<file path="src/rtl/pc_sequencer.sv">
// Program-counter sequencer: increment, conditional jump, call/return through a
// small return-address stack, stall, and halt/resume with a sticky fault state.
module pc_sequencer #(
  parameter int unsigned PC_W        = 8,
  parameter int unsigned STACK_DEPTH = 4
) (
  input  logic                         clk,
  input  logic                         rst,
  input  logic                         stall,
  input  logic                         jmp_en,
  input  logic [2:0]                   jmp_cond,
  input  logic                         call,
  input  logic                         ret,
  input  logic                         halt,
  input  logic                         resume,
  input  logic [PC_W-1:0]              target,
  input  logic [3:0]                   flags,
  output logic [PC_W-1:0]              pc,
  output logic                         halted,
  output logic                         fault,
  output logic                         overflow,
  output logic                         underflow,
  output logic [$clog2(STACK_DEPTH):0] depth
);

  localparam int unsigned AW = $clog2(STACK_DEPTH);
  localparam int unsigned DW = AW + 1;

  typedef enum logic [1:0] {StRun, StHalted, StFault} state_e;

  state_e          state;
  logic [PC_W-1:0] stack [STACK_DEPTH];
  logic [PC_W-1:0] pc_inc;
  logic [AW-1:0]   push_idx;
  logic [AW-1:0]   top_idx;
  logic            full;
  logic            empty;
  logic            take;

  assign pc_inc   = pc + PC_W'(1);
  assign push_idx = depth[AW-1:0];
  assign top_idx  = push_idx - AW'(1);
  assign full     = (depth == DW'(STACK_DEPTH));
  assign empty    = (depth == '0);

  assign halted = (state == StHalted);
  assign fault  = (state == StFault);

  // flags: [3]=Z, [2]=N, [1]=C, [0]=V
  always_comb begin
    take = 1'b0;
    case (jmp_cond)
      3'b000:  take = 1'b1;
      3'b001:  take = flags[3];
      3'b010:  take = !flags[3];
      3'b011:  take = !flags[3] && !flags[2];
      3'b100:  take = !flags[2];
      3'b101:  take = flags[2];
      3'b110:  take = flags[2] || flags[3];
      3'b111:  take = flags[1];
      default: take = 1'b0;
    endcase
  end

  always_ff @(posedge clk) begin
    if (rst) begin
      state     <= StRun;
      pc        <= '0;
      depth     <= '0;
      overflow  <= 1'b0;
      underflow <= 1'b0;
    end else if (!stall) begin
      case (state)
        StRun: begin
          if (halt) begin
            state <= StHalted;
          end else if (ret) begin
            if (empty) begin
              underflow <= 1'b1;
              state     <= StFault;
            end else begin
              pc    <= stack[top_idx];
              depth <= depth - DW'(1);
            end
          end else if (call) begin
            if (full) begin
              overflow <= 1'b1;
              state    <= StFault;
            end else begin
              stack[push_idx] <= pc_inc;
              pc              <= target;
              depth           <= depth + DW'(1);
            end
          end else if (jmp_en && take) begin
            pc <= target;
          end else begin
            pc <= pc_inc;
          end
        end
        StHalted: begin
          // Continue with the instruction after the one that halted.
          if (resume) begin
            state <= StRun;
            pc    <= pc_inc;
          end
        end
        StFault: begin
        end
        default: state <= StFault;
      endcase
    end
  end

endmodule

</file>
<file path="config.mk">
export PLATFORM = sky130hd
export DESIGN_NAME = pc_sequencer
export DESIGN_NICKNAME = d
export VERILOG_FILES = /design/src/rtl/pc_sequencer.sv
export SDC_FILE = /design/constraint.sdc
export NUM_CORES = 1
export LEC_CHECK = 0
export ABC_AREA = 1
export BUFFER_PORTS_ARGS = -buffer_cell sky130_fd_sc_hd__buf_2
export CORE_UTILIZATION = 35
export CTS_BUF_LIST = sky130_fd_sc_hd__clkbuf_4
export DETAILED_ROUTE_END_ITERATION = 8
export PLACE_DENSITY = 0.64
export RECOVER_POWER = 25
export SETUP_SLACK_MARGIN = 0.1
export SLEW_MARGIN = 20
export SYNTH_ARGS = -nofsm -noshare
export SYNTH_HDL_FRONTEND = slang
export SYNTH_SLANG_ARGS = --single-unit
export TNS_END_PERCENT = 5
</file>
<file path="constraint.sdc">
create_clock -name clk -period 3.6 [get_ports clk]
set_clock_uncertainty 0.15 [all_clocks]
set_input_delay 0.36 -clock clk [delete_from_list [all_inputs] [get_ports clk]]
set_output_delay 0.36 -clock clk [all_outputs]
set_load 0.02 [all_outputs]
</file>
# Yosys cells after proc, flatten, opt, wreduce, memory -nomap -nowiden

Memories as Yosys holds them, arrays and structs flattened.
Cells that the tools add are included.

Word-level logic and storage cells: 76
Bits in writable memories: 32
Flip-flop bits (word level): 15
Output and inout port bits: 15
Memories: 1
Input bits: 23

Memories:

| memory | depth | width | rd ports | clocked after memory_dff | write ports | line | source |
|---|---|---|---|---|---|---|---|
| stack  | 4     | 8     | 1        | 0                        | 1           | 32   | `logic [PC_W-1:0] stack [STACK_DEPTH];` |

Reduce and logical (&&, ||, !) cells: 15
Add/subtract/negate cells: 4
Multiplexer cells: 28
Eq/ne operators: 19
Bitwise gates (word level): 4

Operators with widths:

| kind                | number |
|---|---|
| $mux 8              | 7 |
| $reduce_and 6->1    | 4 |
| $ne 4x4->1 const B  | 4 |
| $pmux 8 s2          | 1 |
| $eq 3x3->1 const B  | 5 |
| $mux 2              | 6 |
| $mux 3              | 4 |
| $add 8x1->8 const B | 1 |
| $mux 1              | 8 |
| $ne 2x2->1 const B  | 4 |
| $pmux 1 s8          | 1 |
| $eq 3x2->1 const B  | 2 |
| $logic_not 3->1     | 2 |
| $pmux 2 s3          | 1 |
| $reduce_and 5->1    | 1 |
| $not 1->1           | 4 |
| $reduce_bool 2->1   | 2 |
| $add 3x1->3 const B | 1 |
| $eq 3x1->1 const B  | 1 |
| $ne 3x3->1 const B  | 1 |
| $sub 3x1->3 const B | 1 |
| $eq 2x1->1 const B  | 1 |
| $eq 2x2->1 const B  | 1 |
| $logic_and 1x1->1   | 2 |
| other kinds (4)     | 5 |

# Depth between registers and ports, before layout

Depth after elaboration: 9
Mapped depth: 14
Depth with buffers taken out: 14

# Worst setup path after synthesis

OpenSTA, ideal clock, no wires.

Path kind: flip-flop to flip-flop
Start: register depth[0]
End: memory stack[1][0], enable pin
Setup time: 0.371 ns
Data arrival time: 1.711 ns
Path buffers: 2
Required time: 3.079 ns
Cell stages (with the launch flop): 8
Clock period less this slack: 2.231 ns
Path slack: 1.369 ns
Cell sequence: dfxtp_1 > buf_6 > inv_2 > buf_4 > ha_1 > nand2_1 > nand4_1 > nor2_1

Word-level cells in the longest chain between the ends: 9

RTL lines:

| what                         | line | source |
|---|---|---|
| start, declared              | 23   | `output logic [$clog2(STACK_DEPTH):0] depth` |
| start signal, assigned       | 83   | `depth <= depth - DW'(1);` |
| start signal, assigned       | 92   | `depth <= depth + DW'(1);` |
| $eq 3x3->1                   | 43   | `assign full = (depth == DW'(STACK_DEPTH));` |
| $mux 1                       | 86   | `if (full) begin` |
| $mux 1                       | 85   | `end else if (call) begin` |
| $mux 1                       | 77   | `end else if (ret) begin` |
| $mux 1                       | 75   | `if (halt) begin` |
| $mux 1                       | 73   | `case (state)` |
| $mux 1                       | 72   | `end else if (!stall) begin` |
| $mux 1                       | 66   | `if (rst) begin` |
| $mux 1 (not written as such) | 90   | `stack[push_idx] <= pc_inc;` |
| end, declared                | 32   |  |

Several ways; a longest one is shown, not always the timed one.

# Worst setup path in the final report

Start: register depth[0]
End: memory stack[0][0], enable pin

Same word-level chain as after synthesis.

==> results.md <==
* Result of the run: finished, final reports clean
* Family with the most delay on the worst path: simple AND/OR/NAND/NOR gates
* Crit path arrival time at 2.39 ns
* Cts hold-fix bufs at 0
* Area of the core at 6830 µm²
* Total wire length after detailed routing at 5.12 mm
* Maximum fanout along the worst path at 20
* Length of the first detailed-routing pass in iterations at 6
* Required time of the critical path at 3.45 ns
* Routability cong. at 0.760
* Power share of the sequential group at 54.3%
* Synth async-reset ratio at 0%
* Worst path cell trace: buf_4 > inv_2 > ha_1 > nand2_1 > nand4_1 > nor2_1
* Final setup violating endpoints at 0
* Worst VDD drop at 0.000274 V
* Via-per-instance ratio at 4.66
* Die extent in y at 86.5 µm
* Number of synthesized register bits at 47
* Routed via count at 1868
* Post-CTS sizing at 0
* Total of warnings raised by yosys at 0
* Netlist cell types at 41
* CTS H-tree lvls at 2
* Global-route wire length before repair at 8.61 mm
* Internal power at 778 µW
* Antenna diode instance count at 0
* Routing layer with the top usage in global route: met2
* GR met3 Demand/Resource at 2.86%
* Slew at the pin closest to its max-slew limit at 0.854 ns
* Post-Synthesis Net Count at 297
* Unrepaired setup endpoints after global routing: no
* Syn Std Cell Area at 2500 µm²
* Category of the worst setup path capture point: flop
* Synthesized-area fraction occupied by ao, oa, aoi and oai cells at 14.2%
* Vias in the first global route at 1826
* Hold Slack at 0.0875 ns
* Class of the tightest hold or removal check: primary input to flop
* Avg Inst Size Synth at 9.33 µm²
* Net switching power at 380 µW
* Overall die area at 7480 µm²
* Number of fill cells in the layout at 702
* Combinational family with the most area after synthesis: simple AND/OR/NAND/NOR gates
* Synth Instances at 268
* CP Launch Type: flop
* Clock tree from TritonCTS: done
* Number of flops mapped to enable cells by yosys at 32
* Final worst-path cycle share at 70.6%
* Leak pwr at 0.00110 µW
* GRT met2 Usage at 26.0%
* Power per Cell Area at 417 nW/µm²
* Share of the synthesized area in the top cell type at 38.4%
* Top-count cell post-synth: nor2_1
* Chip width at 86.5 µm
* Detailed-route DRC error count at 0
* Later-pin clock latency in the skew report at 0.36 ns
* Met1 usage in global routing at 18.9%
* Clk network pwr share at 22.0%
* Biggest cell delay along the critical path at 0.70 ns
* Critical path start-end classification: flop to flop
* Placed wire-length estimate at 3.83 mm
* Worst rel slew slack at 42.9%
* Fmax at 0.394 GHz
* Count of buffers inserted at the top-level ports at 36
* Sequential area share after synthesis at 50.5%
* Share of final-layout standard cells stronger than drive strength 1 at 21.0%
* Maximum capacitance violations at 0
* Clock-pin slew reported for the worst setup and hold paths after clock tree synthesis at 0.14 ns
* Global-route total usage across every layer at 15.1%
* Most area-hungry cell type in the Yosys netlist: edfxtp_1
* Area of combinational cells with multiple inputs at 1040 µm²
* DRT antenna net count at 0
* Pin count of the biggest net entering global routing at 21
* Clk root buf: clkbuf_4
* Number of placement rows at 30
* Share of power burned in combinational logic at 23.7%
* Final count of hold timing violations at 0
* TritonCTS Buffers at 5
* Maximum root-to-sink buffer count at 2
* Overflow left after global routing at 0
* CP bufs+invs at 2
* Switching part of the total power at 32.8%
* Antenna violations before repair at 0
* Number of nets in the layout at 333
* XOR/XNOR Fraction of Synth Area at 3.40%
* Effective utilization at floorplan at 36.6%
* Post-synthesis to final-layout area growth at 11.2%
* Number of sinks handled by clock tree synthesis at 47
* Most area-consuming cells after synthesis: edfxtp_1 38%, dfxtp_1 12%, nor2_1 5.9%
* Violation count after the first detailed-route iteration at 100
* Adder-cell area share of the yosys netlist at 3.30%
* Ranking of synthesized cells by instance count: 39 x nor2_1, 32 x edfxtp_1, 32 x nand2_1, 27 x o21ai_0, 25 x inv_1
* Flip-flop cell with the highest count after synthesis: edfxtp_1
* FF/Latch Area at 1260 µm²
* Max Transition Viols Final at 0
* Multiplexer area fraction after synthesis at 1.20%
* Post-detailed-route wirelength per cell at 12.8 µm
* Setup fix buffers added after clock tree synthesis at 0
* Final-layout setup total negative slack at 0 ns
* Top-level I/O count at 38
* Simple-gate portion of the synthesized area at 20.0%
* Clock period minus final worst setup slack at 2.54 ns
* Slowest cell on the critical path: nor2_1
cell usage in the layout, fill, tap and decap left out, types with 2 or more instances in the layout:
cell type / instances
o21ai_0: 27
clkinvlp_4: 2
nand3b_1: 3
nand2_1: 32
nand2_2: 4
xor2_1: 4
o211ai_1: 4
clkbuf_1: 6
o22ai_1: 3
nor2_1: 40
o21ai_1: 6
clkinv_1: 2
a21oi_2: 3
nand2_4: 2
mux2i_1: 3
edfxtp_1: 32
dfxtp_1: 15
ha_1: 5
inv_2: 5
buf_2: 30
xnor2_1: 3
nand3_1: 13
nor2_2: 2
nand4_1: 3
nor3_1: 2
a21oi_1: 10
clkbuf_4: 5
inv_1: 25
cell families (layout without fill, tap and decap cells):
kind of cell | after synthesis | after routing
flip-flops | 47 | 47
adder cells (fa/ha/maj) | 6 | 6
AO/OA/AOI/OAI | 59 | 59
multiplexers | 3 | 3
XOR/XNOR | 8 | 8
buffers and inverters | 40 | 77
AND/OR/NAND/NOR | 105 | 105
state kept, by name (all words and copies together) (netlist names):
name / flops
pc: 8
overflow: 1
stack: 32
state: 2
depth: 3
underflow: 1
area by class of cell:
type / count / share of cell area, %
clock buffer: 5 / 1.35
timing repair buffer: 37 / 6.48
inverter: 32 / 4.32
sequential: 47 / 45.4
multi-input combinational: 181 / 37.3
clock inverter: 3 / 0.855
tap: 96 / 4.32
routing by layer:
metal	up-vias	wire length, µm
met5	-	0
met4	0	88
met3	7	284
met2	42	2360
met1	839	2390
li1	980	-
power by group through the flow:
stage,clock [µW],sequential (µW),combinational [µW]
3_3_place_gp,0,643,274
2_1_floorplan,0,660,188
3_5_place_dp,0,643,277
5_1_grt,286,633,310
6_report,255,629,274
4_1_cts,264,631,280
stage by stage:
step	total power [µW]	std cells	setup WS, ns	area, µm²	utilization [%]
floorplan	848	268	1.37	2500	-
global placement	917	393	1.05	2740	40.1
detailed placement	920	393	0.993	2740	40.1
CTS	1170	401	0.964	2800	41.0
global route	1230	401	0.773	2780	40.7
finish	1160	401	1.06	2780	40.7
path summary, 6_finish.rpt:
| path | to | cells past startpoint | start | slack [ns] |
|---|---|---|---|---|
| setup reg to reg | stack[0][0] | 6 | depth[0] | 1.06 |
| setup / recovery | stack[0][0] | 6 | depth[0] | 1.06 |
| hold / removal | state[1] | 2 | rst | 0.09 |
| hold reg to reg | underflow | 2 | underflow | 0.34 |
Power figures use the tool's default switching activity.
